<file path="src/rtl/dataflow_pkg.sv">
// Shared types and helpers for the dataflow actors.
//   acc_state_t    : two-state control of an accumulating actor
//   acc_out_width  : output token width needed to sum `batch` tokens of
//                    `width` bits without overflow
package dataflow_pkg;

    typedef enum logic {
        ACC  = 1'b0,
        PUSH = 1'b1
    } acc_state_t;

    function automatic int acc_out_width(input int width, input int batch);
        return width + $clog2(batch);
    endfunction

endpackage

</file>
<file path="src/rtl/actor_accumulate.sv">
// actor_accumulate
//   Pops BATCH tokens from an upstream FIFO, sums them (unsigned) and pushes
//   the sum as one token into a downstream FIFO. Stalls on input-empty and on
//   output-full without losing or duplicating tokens.
// Ports
//   clk        : clock, rising edge
//   rst        : synchronous reset, active-low
//   in_empty   : upstream FIFO empty flag
//   in_dout    : upstream FIFO head token (valid while in_empty=0)
//   in_read    : pop strobe to upstream FIFO
//   out_full   : downstream FIFO full flag
//   out_din    : token to push (held stable until pushed)
//   out_write  : push strobe to downstream FIFO
//   batch_cnt  : number of completed output tokens, wraps at 2^16
module actor_accumulate
    import dataflow_pkg::*;
#(
    parameter  int WIDTH     = 8,
    parameter  int BATCH     = 4,
    localparam int OUT_WIDTH = acc_out_width(WIDTH, BATCH)
) (
    input  logic                 clk,
    input  logic                 rst,
    input  logic                 in_empty,
    input  logic [WIDTH-1:0]     in_dout,
    output logic                 in_read,
    input  logic                 out_full,
    output logic [OUT_WIDTH-1:0] out_din,
    output logic                 out_write,
    output logic [15:0]          batch_cnt
);

    localparam int IDX_W = (BATCH > 1) ? $clog2(BATCH) : 1;
    localparam logic [IDX_W-1:0] IDX_LAST = IDX_W'(BATCH - 1);

    acc_state_t           state_q, state_d;
    logic [OUT_WIDTH-1:0] acc_q, acc_d;
    logic [IDX_W-1:0]     idx_q, idx_d;
    logic [OUT_WIDTH-1:0] out_din_q, out_din_d;
    logic [15:0]          batch_cnt_q, batch_cnt_d;
    logic [OUT_WIDTH-1:0] acc_sum;

    // Strobes are combinational from registered state and forced low in reset;
    // ACC only reads and PUSH only writes, so they can never coincide.
    assign in_read   = rst & (state_q == ACC)  & ~in_empty;
    assign out_write = rst & (state_q == PUSH) & ~out_full;

    assign acc_sum = acc_q + OUT_WIDTH'(in_dout);

    always_comb begin
        state_d     = state_q;
        acc_d       = acc_q;
        idx_d       = idx_q;
        out_din_d   = out_din_q;
        batch_cnt_d = batch_cnt_q;
        unique case (state_q)
            ACC: begin
                if (in_read) begin
                    if (idx_q == IDX_LAST) begin
                        // Last token of the batch goes straight into the
                        // output register; the accumulator restarts clean.
                        out_din_d = acc_sum;
                        acc_d     = '0;
                        idx_d     = '0;
                        state_d   = PUSH;
                    end else begin
                        acc_d = acc_sum;
                        idx_d = idx_q + IDX_W'(1);
                    end
                end
            end
            PUSH: begin
                if (out_write) begin
                    batch_cnt_d = batch_cnt_q + 16'd1;
                    state_d     = ACC;
                end
            end
            default: state_d = ACC;
        endcase
    end

    always_ff @(posedge clk) begin
        if (!rst) begin
            state_q     <= ACC;
            acc_q       <= '0;
            idx_q       <= '0;
            out_din_q   <= '0;
            batch_cnt_q <= '0;
        end else begin
            state_q     <= state_d;
            acc_q       <= acc_d;
            idx_q       <= idx_d;
            out_din_q   <= out_din_d;
            batch_cnt_q <= batch_cnt_d;
        end
    end

    assign out_din   = out_din_q;
    assign batch_cnt = batch_cnt_q;

endmodule
</file>
<file path="config.mk">
export PLATFORM = sky130hd
export DESIGN_NAME = actor_accumulate
export DESIGN_NICKNAME = d
export VERILOG_FILES = /design/src/rtl/dataflow_pkg.sv /design/src/rtl/actor_accumulate.sv
export SDC_FILE = /design/constraint.sdc
export NUM_CORES = 1
export LEC_CHECK = 0
export BUFFER_PORTS_ARGS = -buffer_cell sky130_fd_sc_hd__clkbuf_2
export CORE_MARGIN = 1.5
export CORE_UTILIZATION = 49
export CTS_CLUSTER_SIZE = 8
export DETAILED_ROUTE_END_ITERATION = 12
export PLACE_DENSITY_LB_ADDON = 0.3
export SLEW_MARGIN = 25
export SYNTH_ARGS = -nofsm -noshare
export SYNTH_HDL_FRONTEND = slang
export SYNTH_SLANG_ARGS = --single-unit
export TNS_END_PERCENT = 50
</file>
<file path="constraint.sdc">
create_clock -name clk -period 2.07 [get_ports clk]
set_clock_uncertainty 0.15 [all_clocks]
set_input_delay 0.3105 -clock clk [delete_from_list [all_inputs] [get_ports clk]]
set_output_delay 0.3105 -clock clk [all_outputs]
set_load 0.02 [all_outputs]
</file>
==> results of run 1 <==
==> metrics by stage <==
stage | util (%) | cell area [µm²] | instances | total power (µW)
4_1_cts | 62.8 | 2330 | 315 | 1600
3_3_place_gp | 60.5 | 2250 | 307 | 1100
5_1_grt | 64.7 | 2400 | 316 | 1700
6_report | 64.7 | 2400 | 316 | 1620
3_5_place_dp | 60.5 | 2250 | 307 | 1110
2_1_floorplan | - | 1920 | 214 | 1010
==> sequential cells by signal, indices dropped and copies added (netlist names) <==
register / cells
acc_q: 10
batch_cnt: 16
idx_q: 2
out_din: 10
state_q: 1
==> power by group through the flow <==
| stage | logic [µW] | clock network (µW) | registers, µW |
|---|---|---|---|
| 6_report | 320 | 496 | 808 |
| 5_1_grt | 354 | 534 | 812 |
| 4_1_cts | 283 | 510 | 807 |
| 3_5_place_dp | 282 | 0 | 825 |
| 3_3_place_gp | 277 | 0 | 823 |
| 2_1_floorplan | 192 | 0 | 820 |
==> cell usage in the layout, fill, tap and decap left out, types with 5 or more instances in the layout <==
master / synthesis / layout
inv_1: 6 / 6
o21ai_0: 6 / 6
clkbuf_2: 0 / 39
nor3_1: 6 / 6
buf_4: 1 / 16
nand2_1: 23 / 23
xnor2_1: 10 / 10
nor2b_1: 10 / 10
xor2_1: 13 / 13
nand3_1: 13 / 13
ha_1: 10 / 9
and2_1: 15 / 15
nor2_1: 7 / 7
clkbuf_8: 0 / 5
dfxtp_1: 39 / 38
==> cells by family (layout without fill, tap and decap cells) <==
family	count (synthesis)	after routing	synth area share, %
muxes	1	1	0.520
buffers and inverters	16	70	3.84
DFF	39	39	40.6
AOI/OAI and AO/OA	34	34	12.4
adders and majority gates	11	11	7.54
and+or+nand+nor	90	90	24.6
xor gates and xnor gates	23	23	10.5
==> cell type report <==
| class | count | share of cell area (%) |
|---|---|---|
| flip-flops and latches | 39 | 32.5 |
| clock buffers | 5 | 2.86 |
| multi-input cells | 159 | 47.0 |
| clock inverters | 3 | 0.625 |
| inverters | 6 | 0.937 |
| well taps | 48 | 2.50 |
| repair buffers | 56 | 13.6 |
==> routing by layer <==
metal / vias up / track usage, % / wire length (µm)
li1: 850 / - / -
met1: 751 / 24.0 / 1860
met2: 38 / 31.3 / 1820
met3: 8 / 4.62 / 187
met4: 0 / 7.55 / 74
met5: - / 0 / 0
==> worst reg2reg max path, cell delays in order (launching register included) <==
cell      delay [ps]
dfxtp_2          360
ha_4             140
inv_1             50
fa_2             340
nand2b_4         160
a21oi_4          160
buf_4            140
a41oi_4          130
a311o_1          320
==> worst paths after layout <==
| kind | to | slack, ps | cells past startpoint |
|---|---|---|---|
| min | state_q | 140 | 3 |
| max | acc_q[8] | 40 | 8 |
| max reg2reg | acc_q[8] | 40 | 8 |
| min reg2reg | out_din[0] | 310 | 2 |
==> repair_timing <==
item / in CTS / in global routing
setup buffers: 0 / 1
gates resized for setup: 0 / 11
hold endpoints to repair: 0 / 0
setup endpoints to repair: 0 / 6
==> metrics.yaml, run 1 <==
sta:
  rsz0062_at_grt: "yes"
  slew_headroom_pct: 69.5
  fin_crit_sh_pct: 98.2
  tightest_slew_ps: 457
  timing.final.ws_setup_ps: 37.9
  max_freq_ghz: 0.492
  setup_tns_ps: 0
  fin_hold_ws_ps: 145
  slew_viol_final: 0
  final_hold_viol_count: 0
  setup_violations: 0
  period_needed_ps: 2030
flow_run:
  maxCapViolCount: 0
grt:
  globalRouteOverflowTotal: 0
  antenna_found_initial: 0
  grt_first_pass_wirelength_um: 6330
  grt_usage_pct: 19.1
  first_global_vias: 1480
  grt_start_max_net_pins: 29
synth:
  avgSynthCellArea_um2: 8.99
  ys.flop_type: "dfxtp_1"
  yosysWarnings: 0
  ys_seq_area_share_pct: 40.6
  synthTopCellsByCount: "dfxtp_1, nand2_1, and2_1"
  async_flop_share_pct: 0
  synth_area_um2: 1920
  synth_most_common_cell: "dfxtp_1"
  synthTopCellsByArea: "dfxtp_1, ha_1, xor2_1"
  ys_ff_latch: 39
  synth_top_area_share_pct: 40.6
  yosysUniqueCellTypes: 41
  synth_edf_count: 0
  netlist_instances: 214
  yosys.area.top_type: "dfxtp_1"
  synth_fp_nets: 237
clock_tree:
  cts_tree: "yes"
  root_buffer: "clkbuf_8"
  hold_buffers: 0
  cts_max_level: 2
  cts_made_buffers: 5
  clockBufferDepth: 2
  clk_latency_ps: 290
  path_clk_slew_ps: 80
  clock_sinks: 39
die:
  initial_core_util_pct: 51.8
  dieArea_um2: 4310
  die-height_um: 65.7
  placementRows: 22
  coreArea_um2: 3720
  top_level_ports: 40
  die_w_um: 65.7
placed_design:
  post-place-ws_ps: -89.1
  place_hpwl_um: 2770
  port_buffers: 39
  globalplace.congestion: 0.822
power_and_ir_drop:
  p_sw_uw: 453
  seqPwrFrac_pct: 49.8
  power_density_nw_per_um2: 675
  p_leak_uw: 0.00109
  combPwrFrac_pct: 19.7
  p_int_uw: 1170
  ir_drop_mv: 0.480
  switching_share_pct: 27.9
  pwr-share-clk_pct: 30.6
cells_and_area:
  syn_to_final_growth_pct: 24.9
  seq_area_um2: 782
  nets: 290
  fill_cells: 344
  insertedDiodeCount: 0
  multiInputGateArea_um2: 1130
  drive_gt1_share_pct: 26.5
drt:
  first_pass_iters: 4
  vias_per_cell: 5.21
  initialDrtViolationCount: 65
  routed_wl_um: 3940
  vias: 1647
  drc: 0
  drtAntennaViolNets: 0
  wl_per_cell_um: 12.5
setup_path:
  critPathLaunch: "acc_q[0]"
  critPathMaxFanout: 3
  critPathBufInv: 2
  max_stage_delay_ps: 360
  r2r_start: "acc_q[0]"
  required_ps: 2100
  critPathTopFamily: "compound AO/OA/AOI/OAI gates"
  cp.arrival_ps: 2070
  crit_slowest_cell: "dfxtp_2"
  crit_path_end_kind: "register"
  crit_path_start_kind: "register"
  path_class: "reg -> reg"
  crit_chain: "ha_4 > inv_1 > fa_2 > nand2b_4 > a21oi_4 > buf_4 > a41oi_4 > a311o_1"
min_path:
  hold_path.startpoint: "out_full"
  min_path_type: "in -> reg"
status:
  status: "completed"
No activity file was read; power rests on OpenSTA's default activity.
==> inputs of run 2 (changes only) <==
CORE_MARGIN = 10   (was 1.5)
REMOVE_ABC_BUFFERS = 1   (was not set)
==> run 2 against run 1 <==
Effect of this change: count of clock-buffer cells in the layout increased by 1; via count shrank 1.2%; setup slack lost 9.0 ps; fmax down 0.44%; core utilization grew 0.57 points; register-to-register slack barely moved; die area up 58%; critical endpoint is now acc_q[6]; largest cell class unchanged.
==> metrics.yaml, run 2 (synthesis gave the netlist of run 1 again) <==
setup_path:
  required_ps: 2120  # +20 ps
  critPathBufInv: 2  # unchanged
  max_stage_delay_ps: 360  # about the same
  critPathMaxFanout: 2  # -1
  crit_path_end_kind: "register"
  path_class: "reg -> reg"
  critPathTopFamily: "compound AO/OA/AOI/OAI gates"
  crit_slowest_cell: "dfxtp_2"
  crit_chain: "ha_4 > inv_1 > fa_2 > nand2b_4 > a21oi_4 > buf_6 > a31oi_1 > xor2_1 > o31ai_1"
  cp.arrival_ps: 2090  # +20 ps
  crit_path_start_kind: "register"
placed_design:
  post_dp_cell_area_um2: 2220  # -1.3%
  dp.cells: 303  # -1.3%
  globalplace.congestion: 0.853  # +3.7%
  port_buffers: 39  # unchanged
  place_hpwl_um: 3300  # +19%
cells_and_area:
  drive_gt1_share_pct: 25.0  # -1.5 points
  insertedDiodeCount: 0  # unchanged
  final_common_cell: "clkbuf_2"
  stdcell_count: 312  # -1.3%
  largest_reg_flops: 16  # unchanged
  layout_common_cells: "clkbuf_2, dfxtp_1, nand2_1, and2_1"
  design_area_um2: 2420  # +0.88%
  nets: 286  # -1.4%
  syn_to_final_growth_pct: 26.0
  final_util_pct: 65.3  # +0.57 points
die:
  top_level_ports: 40  # unchanged
  initial_core_util_pct: 51.8  # unchanged
  die_w_um: 82.7  # +26%
  coreArea_um2: 3720  # unchanged
  die-height_um: 82.7  # +26%
  dieArea_um2: 6830  # +58%
  placementRows: 22  # unchanged
clock_tree:
  clk_latency_ps: 290  # about the same
  root_buffer: "clkbuf_8"
  cts_max_level: 2  # unchanged
  clockBufferDepth: 2  # unchanged
  cts_tree: "yes"
  clock_sinks: 39  # unchanged
  cts_made_buffers: 5  # unchanged
  path_clk_slew_ps: 80  # about the same
sta:
  setup_tns_ps: 0  # unchanged
  slew_viol_final: 0  # unchanged
  fin_crit_sh_pct: 98.6  # +0.44 points
  slew_headroom_pct: 68.1  # -1.5 points
  final_hold_viol_count: 0  # unchanged
  rsz0062_at_grt: "yes"
  period_needed_ps: 2040  # +9.02 ps
  tightest_slew_ps: 479  # +22.3 ps
  max_freq_ghz: 0.490  # -0.44%
  setup_violations: 0  # unchanged
status:
  status: "completed"
grt:
  first_global_vias: 1583  # +7.0%
  grt_usage_pct: 13.9  # -5.2 points
  grt_start_max_net_pins: 26  # -10%
  globalRouteOverflowTotal: 0  # unchanged
  grt_first_pass_wirelength_um: 7390  # +17%
  antenna_found_initial: 0  # unchanged
drt:
  drc: 0  # unchanged
  drtAntennaViolNets: 0  # unchanged
  initialDrtViolationCount: 82  # +26%
  wl_per_cell_um: 14.7  # +18%
  vias_per_cell: 5.21  # about the same
  routed_wl_um: 4590  # +17%
  first_pass_iters: 4  # unchanged
  vias: 1627  # -1.2%
min_path:
  min_path_type: "in -> reg"
power_and_ir_drop:
  p_leak_uw: 0.00109  # -0.10%
  power_density_nw_per_um2: 773  # +14%
  power_uw: 1880  # +15%
  ir_drop_mv: 0.587  # +22%
flow_run:
  maxCapViolCount: 0  # unchanged
## run 2: cell count changes in the layout (fill, tap and decap cells not counted)
cell and change:
buf_4 -5, clkinv_2 -3, bufinv_16 +2, a22oi_1 -1, a22oi_2 +1, a31oi_1 +1, a31oi_2 -1, buf_6 +1
clkbuf_1 +1, o21ai_0 -1, o21ai_1 +1
## run 2: layer usage
metal  wire length [µm]  global-route usage (%)  vias to the layer above  share of wire, %
met5                  0                       0                        -                 0
met1               2010                    16.3                      746                44
met4                 95                    6.86                        0               2.1
met3                274                    4.32                        8               6.0
met2               2200                    22.4                       27                48
li1                   -                       -                      846                 -
## run 2: final timing paths
path / startpoint / endpoint / slack, ps / cells after the start
worst max-delay path: acc_q[0] / acc_q[6] / 30 / 9
worst min-delay path: out_full / state_q / 150 / 3
worst max register to register: acc_q[0] / acc_q[6] / 30 / 9
worst min register to register: idx_q[1] / idx_q[1] / 320 / 2
## run 2: worst reg2reg max path, cell delays in order (launching register included)
cell and delay (ps):
dfxtp_2 360, ha_4 130, inv_1 40, fa_2 340
nand2b_4 160, a21oi_4 160, buf_6 120, a31oi_1 100
xor2_1 170, o31ai_1 230
## run 2: area by class of cell
class | instances | area (µm²)
Clock buffer | 6 | 72.6
Clock inverter | 2 | 60.1
Fill cell | 326 | 1290
Inverter | 6 | 22.5
Multi-Input combinational cell | 159 | 1130
Sequential cell | 39 | 782
Tap cell | 48 | 60.1
Timing Repair Buffer | 52 | 300
## run 2: per-stage QoR
stage | setup slack [ps] | hold WS [ps]
6_report | 28.9 | 147
5_1_grt | -80.0 | 169
4_1_cts | 14.0 | 138
3_5_place_dp | -99.0 | 306
3_3_place_gp | -42.4 | 294
2_1_floorplan | 7.24 | 278
## run 2: power breakdown
part | switching [µW] | internal [µW]
Sequential | 26.6 | 783
Clock | 261 | 482
Combinational | 170 | 153
## run 2: repair_timing
action	CTS	global route
resized for setup	6	7
endpoints found under the setup margin	4	6
hold buffers	0	0
pin swaps	1	3
buffers inserted	0	1
==> inputs of run 3 (changes only) <==
CELL_PAD_IN_SITES_DETAIL_PLACEMENT = 1   (was not set)
CELL_PAD_IN_SITES_GLOBAL_PLACEMENT = 2   (was not set)
CORE_UTILIZATION = 29   (was 49)
RECOVER_POWER = 100   (was not set)
==> run 3 against run 2 <==
Effect of this change: final area is 1.6% lower; global-route usage fell by 3.7 points; hold slack worse by 7.2 ps; first-iteration DRC count down 51%; setup slack got worse by 6.2 ps; critical path type unchanged; critical endpoint unchanged; largest cell class unchanged; largest power group unchanged; highest routed layer unchanged.
==> metrics.yaml, run 3 (synthesis gave the netlist of run 1 again) <==
min_path:
  hold_depth: 3  # unchanged
  hold_path.startpoint: "out_full"
  worst_hold_path.endpoint: "state_q"
  min_path_type: "in -> reg"
drt:
  routed_wl_um: 5040  # +9.9%
  wl_per_cell_um: 14.7  # about the same
  vias_per_cell: 4.85  # -7.1%
  drc: 0  # unchanged
  vias: 1662  # +2.2%
  first_pass_iters: 4  # unchanged
  initialDrtViolationCount: 40  # -51%
  drtAntennaViolNets: 0  # unchanged
grt:
  first_global_vias: 1791  # +13%
  grt_start_max_net_pins: 33  # +27%
  globalRouteOverflowTotal: 0  # unchanged
  grt_first_pass_wirelength_um: 8590  # +16%
  grt_usage_pct: 10.2  # -3.7 points
  antenna_found_initial: 0  # unchanged
die:
  top_level_ports: 40  # unchanged
  initial_core_util_pct: 30.1  # -22 points
  coreArea_um2: 6390  # +72%
  die-height_um: 101  # +23%
  die_w_um: 101  # +23%
  dieArea_um2: 10300  # +51%
  placementRows: 29  # +32%
cells_and_area:
  final_common_cell: "dfxtp_1"
  largest_reg_flops: 16  # unchanged
  nets: 288  # +0.70%
  layout_common_cells: "dfxtp_1, clkbuf_1, nand2_1, clkbuf_2"
  syn_to_final_growth_pct: 24.0
  seq_area_um2: 782  # unchanged
  multiInputGateArea_um2: 1130  # +0.33%
  drive_gt1_share_pct: 15.8  # -9.2 points
  insertedDiodeCount: 0  # unchanged
  stdcell_count: 343  # +9.9%
  fill_cells: 786  # +140%
clock_tree:
  clockBufferDepth: 2  # unchanged
  cts_tree: "yes"
  root_buffer: "clkbuf_8"
  clock_sinks: 39  # unchanged
  clk_latency_ps: 290  # about the same
  cts_made_buffers: 5  # unchanged
  path_clk_slew_ps: 80  # about the same
  cts_setup_buffers: 0  # unchanged
  cts_max_level: 2  # unchanged
setup_path:
  r2r_setup_slack_ps: 20  # about the same
  reg2reg_to: "acc_q[6]"
  crit_path_end_kind: "register"
  path_class: "reg -> reg"
  required_ps: 2120  # about the same
  cp.arrival_ps: 2100  # about the same
  max_stage_delay_ps: 390  # +30 ps
  crit_chain: "ha_4 > inv_2 > fa_2 > nand2b_4 > a21oi_4 > buf_6 > a31oi_4 > xor2_1 > o31ai_1"
  r2r_cells: 9  # unchanged
  r2r_start: "acc_q[0]"
  crit_path_start_kind: "register"
  critPathMaxFanout: 2  # unchanged
  crit_slowest_cell: "fa_2"
sta:
  final_hold_viol_count: 0  # unchanged
  tightest_slew_ps: 422  # -57.0 ps
  period_needed_ps: 2050  # +6.18 ps
  slew_viol_final: 0  # unchanged
  setup_violations: 0  # unchanged
  slew_headroom_pct: 71.8  # +3.8 points
  rsz0062_at_grt: "yes"
  fin_hold_ws_ps: 139  # -7.25 ps
  fin_crit_sh_pct: 98.9  # +0.30 points
  max_freq_ghz: 0.488  # -0.30%
power_and_ir_drop:
  combPwrFrac_pct: 19.2  # +2.0 points
  seqPwrFrac_pct: 49.7  # +6.5 points
  switching_share_pct: 28.3  # +3.9 points
  power_density_nw_per_um2: 682  # -12%
  p_leak_uw: 0.000965  # -11%
  p_sw_uw: 461  # +0.88%
  ir_drop_mv: 0.284  # -52%
  p_int_uw: 1170  # -18%
  pwr-share-clk_pct: 31.1  # -8.5 points
flow_run:
  maxCapViolCount: 0  # unchanged
placed_design:
  port_buffers: 39  # unchanged
  dp.cells: 335  # +11%
  globalplace.congestion: 0.758  # -11%
  place_hpwl_um: 3830  # +16%
status:
  status: "completed"
run 3: final cells by class:
cell class	instances	share of cell area [%]
multi-input cells	159	47.4
flip-flops and latches	39	32.8
repair buffers	54	11.3
well taps	77	4.04
clock buffers	6	3.04
inverters	6	0.944
clock inverters	2	0.524
run 3: critical path: cells and delay by family, from the launching register on:
kind | cells | cell delay (ps)
fa+ha+maj | 2 | 520
compound gates | 3 | 460
flops | 1 | 350
buf+inv | 2 | 170
xor+xnor | 1 | 170
simple gates | 1 | 160
run 3: metal layers:
layer	up-vias	track usage, %	wire, µm
met5	-	0	0
met4	0	3.22	47
met3	2	2.65	205
met2	25	16.9	2430
met1	796	12.6	2360
li1	839	-	-
run 3: worst max path at each step:
stage,endpoint,startpoint,slack [ps],cells past startpoint
global placement,acc_q[6],in_dout[0],-90,10
global route,acc_q[6],acc_q[0],-80,9
floorplan,acc_q[8],acc_q[0],7,7
CTS,acc_q[9],acc_q[4],40,6
finish,acc_q[6],acc_q[0],20,9
detailed placement,acc_q[8],in_dout[0],-160,8
run 3: what timing repair did:
action / in CTS / in global routing
hold buffers: 0 / 0
setup endpoints to repair: 5 / 7
pin swaps: 1 / 6
gates cloned: 0 / 0
resized for setup: 5 / 10
run 3: through the flow:
stage	util [%]	cell area, µm²	power [µW]	setup slack [ps]	setup TNS, ps
2_1_floorplan	-	1870	999	7.24	0
3_3_place_gp	35.7	2280	1100	-85.9	-313
3_5_place_dp	35.7	2280	1110	-157	-656
4_1_cts	37.4	2390	1650	37.1	0
5_1_grt	37.4	2390	1730	-84.1	-212
6_report	37.4	2390	1630	22.7	0
run 3: power groups by stage:
| stage | Combinational [µW] | Clock, µW | Sequential [µW] |
|---|---|---|---|
| floorplan | 179 | 0 | 820 |
| global placement | 281 | 0 | 824 |
| CTS | 300 | 545 | 807 |
| detailed placement | 286 | 0 | 824 |
| finish | 312 | 507 | 809 |
| global route | 352 | 565 | 815 |
